File: src/rtl/pipe_hazard_ctrl.sv
`default_nettype none
// +--------------------------------------------------------------------------+
// | pipe_hazard_ctrl: hold/flush sequencer for the 5-stage pipeline           |
// | Rev 1.0 - initial release                                                 |
// +--------------------------------------------------------------------------+
module pipe_hazard_ctrl #(
    parameter int          FLUSH_CYCLES  = 2,
    parameter int          LOAD_STALL    = 1,
    parameter logic [31:0] STALL_PRELOAD = 32'h0000_0000
) (
    input  logic        clk,
    input  logic        rst,
    input  logic        jump_req_i,
    input  logic [31:0] jump_addr_i,
    input  logic        ex_load_i,
    input  logic [4:0]  ex_rd_i,
    input  logic [4:0]  id_rs1_i,
    input  logic [4:0]  id_rs2_i,
    input  logic        id_rs1_use_i,
    input  logic        id_rs2_use_i,
    input  logic        hold_ex_i,
    input  logic        hold_clint_i,
    input  logic        hold_rib_i,
    input  logic        jtag_halt_i,
    output logic [2:0]  hold_flag_o,
    output logic [1:0]  flush_o,
    output logic        jump_flag_o,
    output logic [31:0] jump_addr_o,
    output logic [1:0]  state_o,
    output logic [31:0] stall_cycles_o
);

    localparam int C_MAXC  = (FLUSH_CYCLES > LOAD_STALL) ? FLUSH_CYCLES : LOAD_STALL;
    localparam int C_CNT_W = $clog2(C_MAXC + 1);
    localparam logic [C_CNT_W-1:0] C_FLUSH_RELOAD = C_CNT_W'(FLUSH_CYCLES - 1);
    localparam logic [C_CNT_W-1:0] C_LOAD_RELOAD  = C_CNT_W'(LOAD_STALL - 1);

    typedef enum logic [1:0] {
        S_RUN     = 2'd0,
        S_LDSTALL = 2'd1,
        S_FLUSH   = 2'd2,
        S_HALT    = 2'd3
    } state_t;

    state_t               r_state;
    state_t               w_state_nxt;
    logic [C_CNT_W-1:0]   r_cnt;
    logic [C_CNT_W-1:0]   w_cnt_nxt;
    logic [31:0]          r_stall;
    logic [2:0]           w_hold_fsm;
    logic [2:0]           w_hold;
    logic [1:0]           w_flush;
    logic                 w_lu;
    logic                 w_freeze;

    assign w_lu = ex_load_i && (ex_rd_i != 5'd0) &&
                  ((id_rs1_use_i && (id_rs1_i == ex_rd_i)) ||
                   (id_rs2_use_i && (id_rs2_i == ex_rd_i)));
    assign w_freeze = hold_ex_i | hold_clint_i;

    always_ff @(posedge clk or negedge rst) begin
        if (!rst) begin
            r_state <= S_RUN;
            r_cnt   <= '0;
        end else begin
            r_state <= w_state_nxt;
            r_cnt   <= w_cnt_nxt;
        end
    end

    always_comb begin
        w_state_nxt = r_state;
        w_cnt_nxt   = r_cnt;
        w_hold_fsm  = 3'd0;
        w_flush     = 2'b00;
        case (r_state)
            S_RUN, S_LDSTALL: begin
                if (jtag_halt_i) begin
                    w_state_nxt = S_HALT;
                end else if (jump_req_i) begin
                    w_flush     = 2'b11;
                    w_state_nxt = (FLUSH_CYCLES > 1) ? S_FLUSH : S_RUN;
                    w_cnt_nxt   = (FLUSH_CYCLES > 1) ? C_FLUSH_RELOAD : '0;
                end else if (w_freeze) begin
                    w_hold_fsm = 3'd3;
                end else if (r_state == S_LDSTALL) begin
                    w_hold_fsm = 3'd2;
                    w_flush    = 2'b10;
                    if (r_cnt <= C_CNT_W'(1)) begin
                        w_state_nxt = S_RUN;
                        w_cnt_nxt   = '0;
                    end else begin
                        w_cnt_nxt = r_cnt - C_CNT_W'(1);
                    end
                end else if (w_lu) begin
                    w_hold_fsm  = 3'd2;
                    w_flush     = 2'b10;
                    w_state_nxt = (LOAD_STALL > 1) ? S_LDSTALL : S_RUN;
                    w_cnt_nxt   = (LOAD_STALL > 1) ? C_LOAD_RELOAD : '0;
                end
            end
            S_FLUSH: begin
                // ID is being killed here, so a load-use match is meaningless
                if (jtag_halt_i) begin
                    w_state_nxt = S_HALT;
                end else begin
                    w_flush = 2'b11;
                    if (jump_req_i) begin
                        w_cnt_nxt = C_FLUSH_RELOAD;
                    end else if (w_freeze) begin
                        w_hold_fsm = 3'd3;
                    end else if (r_cnt <= C_CNT_W'(1)) begin
                        w_state_nxt = S_RUN;
                        w_cnt_nxt   = '0;
                    end else begin
                        w_cnt_nxt = r_cnt - C_CNT_W'(1);
                    end
                end
            end
            S_HALT: begin
                w_hold_fsm = 3'd3;
                if (!jtag_halt_i) begin
                    w_state_nxt = S_RUN;
                    w_cnt_nxt   = '0;
                end
            end
            default: begin
                w_state_nxt = S_RUN;
                w_cnt_nxt   = '0;
            end
        endcase
    end

    assign w_hold = (hold_rib_i && (w_hold_fsm == 3'd0)) ? 3'd1 : w_hold_fsm;

    always_ff @(posedge clk or negedge rst) begin
        if (!rst) begin
            r_stall <= STALL_PRELOAD;
        end else if ((w_hold != 3'd0) && (r_stall != 32'hFFFF_FFFF)) begin
            r_stall <= r_stall + 32'd1;
        end
    end

    assign hold_flag_o    = rst ? w_hold : 3'd0;
    assign flush_o        = rst ? w_flush : 2'b00;
    assign jump_flag_o    = rst && (r_state != S_HALT) && jump_req_i;
    assign jump_addr_o    = (rst && (r_state != S_HALT)) ? jump_addr_i : 32'h0;
    assign state_o        = r_state;
    assign stall_cycles_o = r_stall;

endmodule
`default_nettype wire

File: config.mk
export PLATFORM = sky130hd
export DESIGN_NAME = pipe_hazard_ctrl
export DESIGN_NICKNAME = d
export VERILOG_FILES = /design/src/rtl/pipe_hazard_ctrl.sv
export SDC_FILE = /design/constraint.sdc
export NUM_CORES = 1
export LEC_CHECK = 0
export BUFFER_PORTS_ARGS = -buffer_cell sky130_fd_sc_hd__buf_4
export CAP_MARGIN = 20
export CORE_AREA = 4 4 77 79
export CTS_BUF_LIST = sky130_fd_sc_hd__clkbuf_8 sky130_fd_sc_hd__clkbuf_16
export DETAILED_ROUTE_END_ITERATION = 8
export DIE_AREA = 0 0 81 83
export GPL_TIMING_DRIVEN = 0
export MAX_ROUTING_LAYER = met4
export PLACE_DENSITY = 0.86
export SLEW_MARGIN = 20
export SYNTH_ARGS = -nofsm -noshare
export SYNTH_HDL_FRONTEND = slang
export SYNTH_SLANG_ARGS = --single-unit
File: constraint.sdc
create_clock -name clk -period 5.58 [get_ports clk]
set_clock_uncertainty 0.1 [all_clocks]
set_input_delay 1.674 -clock clk [delete_from_list [all_inputs] [get_ports clk]]
set_output_delay 1.674 -clock clk [all_outputs]
set_load 0.01 [all_outputs]
# Word level (Yosys, flattened, before mapping)
# Cells that the tools add are included.
# op_classes
add_sub_neg	2
order_cmp	1
eq_ne	17
mux	40
bitwise	1
reduce_logical	16
# op_table
cell	n
$mux W2	33
$add A32 B1 Y32 const B	1
$mux W32	1
$ne A32 B32 Y1 const B	1
$ne A3 B3 Y1 const B	4
$pmux W2 S3	2
$eq A5 B5 Y1	2
$pmux W3 S3	1
$logic_and A1 B1 Y1	8
$ne A2 B2 Y1 const B	4
$ne A4 B4 Y1 const B	2
$mux W3	2
$reduce_and A6 Y1	1
$ne A5 B5 Y1 const B	1
$reduce_and A5 Y1	1
$reduce_bool A5 Y1	1
$eq A2 B2 Y1 const B	2
$pmux W2 S2	1
$logic_not A3 Y1	1
$reduce_bool A3 Y1	1
$eq A2 B1 Y1 const B	1
$le A2 B1 Y1 const B	1
$logic_not A2 Y1	1
$reduce_or A2 Y1	1
other kinds (3)	3
# totals
reg_bits	36
inputBits	57
output_inout_bits	72
word_cells	80

# Logic depth before layout (Yosys ltp)
# Gate-level depths: netlist of run 1.
# depth
ltp_word	15
depth_mapped	8
ltp_nobuf	6

# Worst setup path after synthesis of run 1
# Ideal clock, no wire load.
# synth_timing
path_kind	input to output
startpoint	in ex_rd_i[1]
endpoint	out flush_o[1]
arrival_time_ns	2.845
required_ns	3.806
setup_slack_ns	0.961
path_stages	5
path_buffers	0
cell_sequence	xnor2_1 -> nand4_1 -> o22a_1 -> o211ai_1 -> nor4b_1
# synth_between
elab_chain_len	11
word_cells_on_any_way	15
cone_classes	2 x eq/ne; 7 x mux; 6 x reduce/logical
# synth_lines
element	line_no	source
start, declared	16	input logic [4:0] ex_rd_i,
$eq A5 B5 Y1 (on tied branches)	57, 58	
$logic_and A1 B1 Y1 (on tied branches)	57, 58	
$logic_or A1 B1 Y1	57	((id_rs1_use_i && (id_rs1_i == ex_rd_i)) ||
$logic_and A1 B1 Y1 (*)	56	assign w_lu = ex_load_i && (ex_rd_i != 5'd0) &&
$mux W2 (*)	95	end else if (w_lu) begin
$mux W2 (*)	86	end else if (r_state == S_LDSTALL) begin
$mux W2 (*)	84	end else if (w_freeze) begin
$mux W2 (*)	80	end else if (jump_req_i) begin
$mux W2 (*)	78	if (jtag_halt_i) begin
$pmux W2 S2 (*)	76	case (r_state)
$mux W2 (*)	145	assign flush_o = rst ? w_flush : 2'b00;
end, declared	26	output logic [1:0] flush_o,
# Every way passes the cells marked *; elsewhere a longest branch is shown, timed or not.

# Final worst setup path of run 1
# Ends and elaborated chain as after synthesis.

==> run metrics, run 1 <==
outcome finished, final reports clean; CP Max Fanout 3; number of synthesized flops with an enable pin 0; final count of hold timing violations 0; fin crit period 4980 ps; Psw 0.244 mW; top cell type's share of synthesized area 0.364; Area growth, synth to finish 46.9%; Final Setup Violations 0; PD cells 227 nW/um2; gr ovfl total 0; ANT nets after route 0; IO Pins 129; Leak 1.75 nW; Worst EP required 3810 ps; WL/cell 15.5 um; hpwl dp 5670 um; vias in the first global route 2478; Cell Rows 27; Horiz. Die Dim 81 um; Root Driver clkbuf_8; CTS clock-pin slew for the worst setup and hold paths 70 ps; combinational power share 0.298; vias per cell 5.49; setup slack after layout 596 ps; total setup buffers inserted after CTS 0; Mapped Area 2480 um2; Core Util, Final 0.682; clk buf depth 2; Hold Crit Class register to register; Mapped Cells 269; crit-path cells buf_4 > or4_1 > o21ai_0 > o211ai_1 > nor4b_1 > buf_4; H-tree depth 2; switching share of power 0.295; Placer Congestion 0.864; DRT iter0 DRCs 237; FILL cells 440; Post-Layout Cell Count 475; Largest stage delay, worst path 550 ps; r2r worst-path depth 7; Synth Net Count 327; Placed Cells 467; clock share of power 0.303; Endpoint, Worst Hold stall_cycles_o[19]; cell depth of the worst hold path 1; Die Ht 83 um; synth warn 0; Die ar. 6720 um2; RSZ-0062 raised after global routing no; Worst EP arrival 3210 ps; area of the core 5340 um2; Top FF cell, synth dfrtp_1; port bufs 126; hold buffer count at cts 0; Yosys top cell by area dfrtp_1; Commonest cells post-synth xnor2_1 (40), and3_1 (38), dfrtp_1 (36); R2R Path Start state_o[1]; Post-Place Setup Slack 608 ps; Seq pwr share 0.399; Synth async-reset ratio 1.00; Clk Latency, worst-skew pair 290 ps; Seq/Total Area, Yosys 0.364; DR vias 2607; Storage cell area 901 um2; CP endpoint kind output port; DRC viols 0; first-pass GRT wire length 11700 um; CP dominant cell by count buf_4; Num CTS Buffers 5; slowest stage cell, crit path or4_1; PostCTS Resize Cnt 0; setup TNS 0 ps; Area contributors post-synth dfrtp_1 (36%), xnor2_1 (14%), and3_1 (9.6%); Setup CP Type input port to output port; Slew headroom 0.491; initial antenna violation count 0; TritonCTS clock tree yes; FF-to-FF setup slack 3120 ps; diode count 0; max-slew violation total from the final report 0; maximum vdd drop 194 uV; fraction of layout cells with a size suffix above 1 0.392; Tcrit/Tclk final 0.893; Detailed Route WL 7350 um; count leader, synth xnor2_1; Starting Density 0.464; Reg2Reg Capture Point stall_cycles_o[17]; post-synthesis cell type count 51; area occupied by multi-input gates 1440 um2; min-delay src stall_cycles_o[19]; Synth Register Bits 36; largest net degree at the start of global routing 46; Worst Hold Slack 397 ps; Int Pwr 0.582 mW; mean post-synth cell area 9.21 um2; crit start category input port; Final #Nets 460; Worst-Margin Slew 758 ps; fmax 201 MHz; Overall Global Routing Usage 0.223; CTS Sinks 36; max cap viols 0; First-pass DRT Iterations 4
[cells in the final DEF, fill, tap and decap left out, types with 4 or more instances in the layout]
master	n
buf_4	127
xnor2_1	40
and3_1	38
dfrtp_1	36
nand4_1	17
nand2_1	14
clkbuf_1	12
nor3_1	10
nand3_1	10
nor2_1	9
inv_1	9
clkbuf_8	7
nand4_2	6
nand4b_1	5
and4_1	4
[area by class of cell]
cell class	instances	share of cell area
Timing Repair Buffer	126	0.260
Inverter	9	0.00928
Buffer	18	0.0272
Clock inverter	1	0.00825
Sequential cell	36	0.248
Multi-Input combinational cell	206	0.397
Clock buffer	7	0.0265
Tap cell	72	0.0248
[power groups by stage]
stage	Combinational (mW)	Clock [mW]	Sequential (mW)
global route	0.272	0.266	0.335
floorplan	0.111	0	0.339
global placement	0.241	0	0.332
CTS	0.249	0.254	0.329
finish	0.246	0.251	0.330
detailed placement	0.248	0	0.333
[how the worst max path moves through the flow]
stage / startpoint / to / slack, ps / depth (start not counted)
after floorplan: ex_rd_i[1] / flush_o[1] / 960 / 5
after global placement: ex_rd_i[1] / flush_o[1] / 640 / 6
after detailed placement: ex_rd_i[1] / flush_o[1] / 610 / 6
after CTS: ex_rd_i[1] / flush_o[1] / 600 / 6
after global routing: ex_rd_i[1] / flush_o[1] / 510 / 6
final: ex_rd_i[1] / flush_o[1] / 600 / 6
[registers in the layout, summed over array words and instances (netlist names)]
register	cells
stall_cycles_o	32
state_o	2
r_cnt	2
[critical path, delay by kind of cell]
| kind | cells | cell delay (ps) |
|---|---|---|
| buffers and inverters | 2 | 280 |
| AND/OR/NAND/NOR | 2 | 740 |
| AO/OA/AOI/OAI | 2 | 510 |
[cell families (layout without fill, tap and decap cells)]
group,Yosys count,after routing,share of synthesized area
and+or+nand+nor,135,135,0.348
AOI/OAI and AO/OA,26,26,0.0753
other,1,1,0.00151
adders and majority gates,1,1,0.00505
xor gates and xnor gates,42,42,0.148
DFF,36,36,0.364
muxes,1,1,0.00455
buffers and inverters,27,161,0.0535
[through the flow]
step                area [um2]  power (mW)
floorplan                 2480       0.450
global placement          3510       0.573
detailed placement        3510       0.581
CTS                       3640       0.831
global route              3640       0.873
finish                    3640       0.826
[metal layers]
metal  up-vias  global-route usage  wire length [um]
li1       1250                   -                 -
met1      1187               0.283              2930
met2       160               0.352              3480
met3        10              0.0542               844
met4         0              0.0614                97
met5         -                   -                 0
Note: power is estimated with default switching activity, not from simulation.
==> inputs of run 2 (changes only) <==
--- a/constraint.sdc
+++ b/constraint.sdc
@@ -4,2 +4,2 @@
 set_output_delay 1.674 -clock clk [all_outputs]
-set_load 0.01 [all_outputs]
+set_load 0.05 [all_outputs]
==> run 2 against run 1 <==
Largest power group is now combinational logic; clock power fell by 9.6%; sequential cell count did not move; die area did not move; count of clock-buffer cells in the layout fell by 2; cell area fell by 0.34%; via count rose by 1.5%; utilization fell by 0.23 points; power rose by 14%; sequential power barely moved.
==> run metrics, run 2 (synthesis gave the netlist of run 1 again) <==
First-pass DRT Iterations 5; CTS Sinks 36; commonest non-fill, non-tap cell in the layout buf_4; RSZ-0062 raised after global routing no; ANT nets after route 0; fmax 198 MHz; Tcrit/Tclk final 0.906; total power 0.942 mW; Horiz. Die Dim 81 um; Slew headroom 0.467; fraction of layout cells with a size suffix above 1 0.392; CP Max Fanout 3; Cell Rows 27; DR vias 2645; Final Setup Violations 0; maximum vdd drop 266 uV; outcome finished, final reports clean; Detailed Route WL 7950 um; port bufs 126; R2R Path Start stall_cycles_o[0]; Leak 1.75 nW; Placer Congestion 0.910; diode count 0; Critical Path Start ex_rd_i[1]; total setup buffers inserted after CTS 0; PostCTS Resize Cnt 0; DRC viols 0; hpwl dp 6120 um; gr ovfl total 0; fin crit period 5050 ps; hold buffer count at cts 0; Die ar. 6720 um2; area of the core 5340 um2; Storage cell area 901 um2; DRT iter0 DRCs 172; Clk Latency, worst-skew pair 290 ps; largest net degree at the start of global routing 46; CP endpoint flush_o[1]; PD cells 260 nW/um2; vias in the first global route 2478; most frequent cells in the layout buf_4 (127), xnor2_1 (40), and3_1 (38); max cap viols 0; CTS clock-pin slew for the worst setup and hold paths 70 ps; Num CTS Buffers 5; vias per cell 5.57; setup TNS 0 ps; TritonCTS clock tree yes; final count of hold timing violations 0; Reg2Reg Capture Point stall_cycles_o[29]; clk buf depth 2; FILL cells 464; Overall Global Routing Usage 0.237; FF-to-FF setup slack 3160 ps; Worst EP arrival 3280 ps; Final #Nets 460; initial antenna violation count 0; Hold Crit Class register to register; area occupied by multi-input gates 1450 um2; crit start category input port; Die Ht 83 um; max-slew violation total from the final report 0; IO Pins 129; WL/cell 16.7 um; Setup CP Type input port to output port; first-pass GRT wire length 12400 um; r2r worst-path depth 6; CP endpoint kind output port; Worst-Margin Slew 795 ps; H-tree depth 2; Worst EP required 3810 ps; Largest register FFs 32; Area growth, synth to finish 46.4%; Starting Density 0.464; Root Driver clkbuf_8
run 2: cell count changes in the layout (fill, tap and decap cells not counted), sizes merged:
| cell | before | now |
|---|---|---|
| inv | 9 | 10 |
| clkbuf | 19 | 17 |
| clkinv | 0 | 1 |
run 2: worst min-delay path by stage:
stage                             startpoint                 end  slack (ps)  cells past startpoint
after floorplan                     r_cnt[1]            r_cnt[1]         390                      2
after global placement    stall_cycles_o[19]  stall_cycles_o[19]         380                      1
after detailed placement  stall_cycles_o[31]  stall_cycles_o[31]         390                      1
after CTS                 stall_cycles_o[31]  stall_cycles_o[31]         400                      1
after global routing      stall_cycles_o[31]  stall_cycles_o[31]         430                      1
final                     stall_cycles_o[31]  stall_cycles_o[31]         400                      1
run 2: worst max-delay path, cell delays in order:
cell and delay (ps):
buf_4 120, or4_1 550, o21ai_0 320, o211ai_1 200, nor4b_2 200, buf_4 200
run 2: stage by stage:
stage                     std cells  utilization  hold WS [ps]  setup WS (ps)  cell area (um2)
final                           475        0.680           398            527             3630
after global routing            475        0.680           429            455             3630
after CTS                       475        0.680           402            561             3630
after detailed placement        467        0.659           388            562             3520
after global placement          467        0.659           376            562             3520
after floorplan                 269            -           392            448             2480
run 2: final cells by class:
class | count | area share
Tap cell | 72 | 0.0248
Clock buffer | 5 | 0.0190
Inverter | 9 | 0.00931
Buffer | 18 | 0.0273
Multi-Input combinational cell | 206 | 0.400
Timing Repair Buffer | 126 | 0.261
Clock inverter | 3 | 0.0107
Sequential cell | 36 | 0.248
run 2: report_power, final:
group	total, mW	internal, mW	leakage (nW)	switching [mW]
registers	0.330	0.291	0.482	0.0391
logic	0.385	0.137	1.20	0.248
clock network	0.227	0.131	0.0593	0.0961
total	0.942	0.559	1.75	0.383
run 2: routing by layer:
layer  vias to the layer above  wire, um  global-route usage
li1                       1251         -                   -
met1                      1256      3010               0.279
met2                       130      4140               0.411
met3                         8       721              0.0499
met4                         0        78              0.0507
met5                         -         0                   -
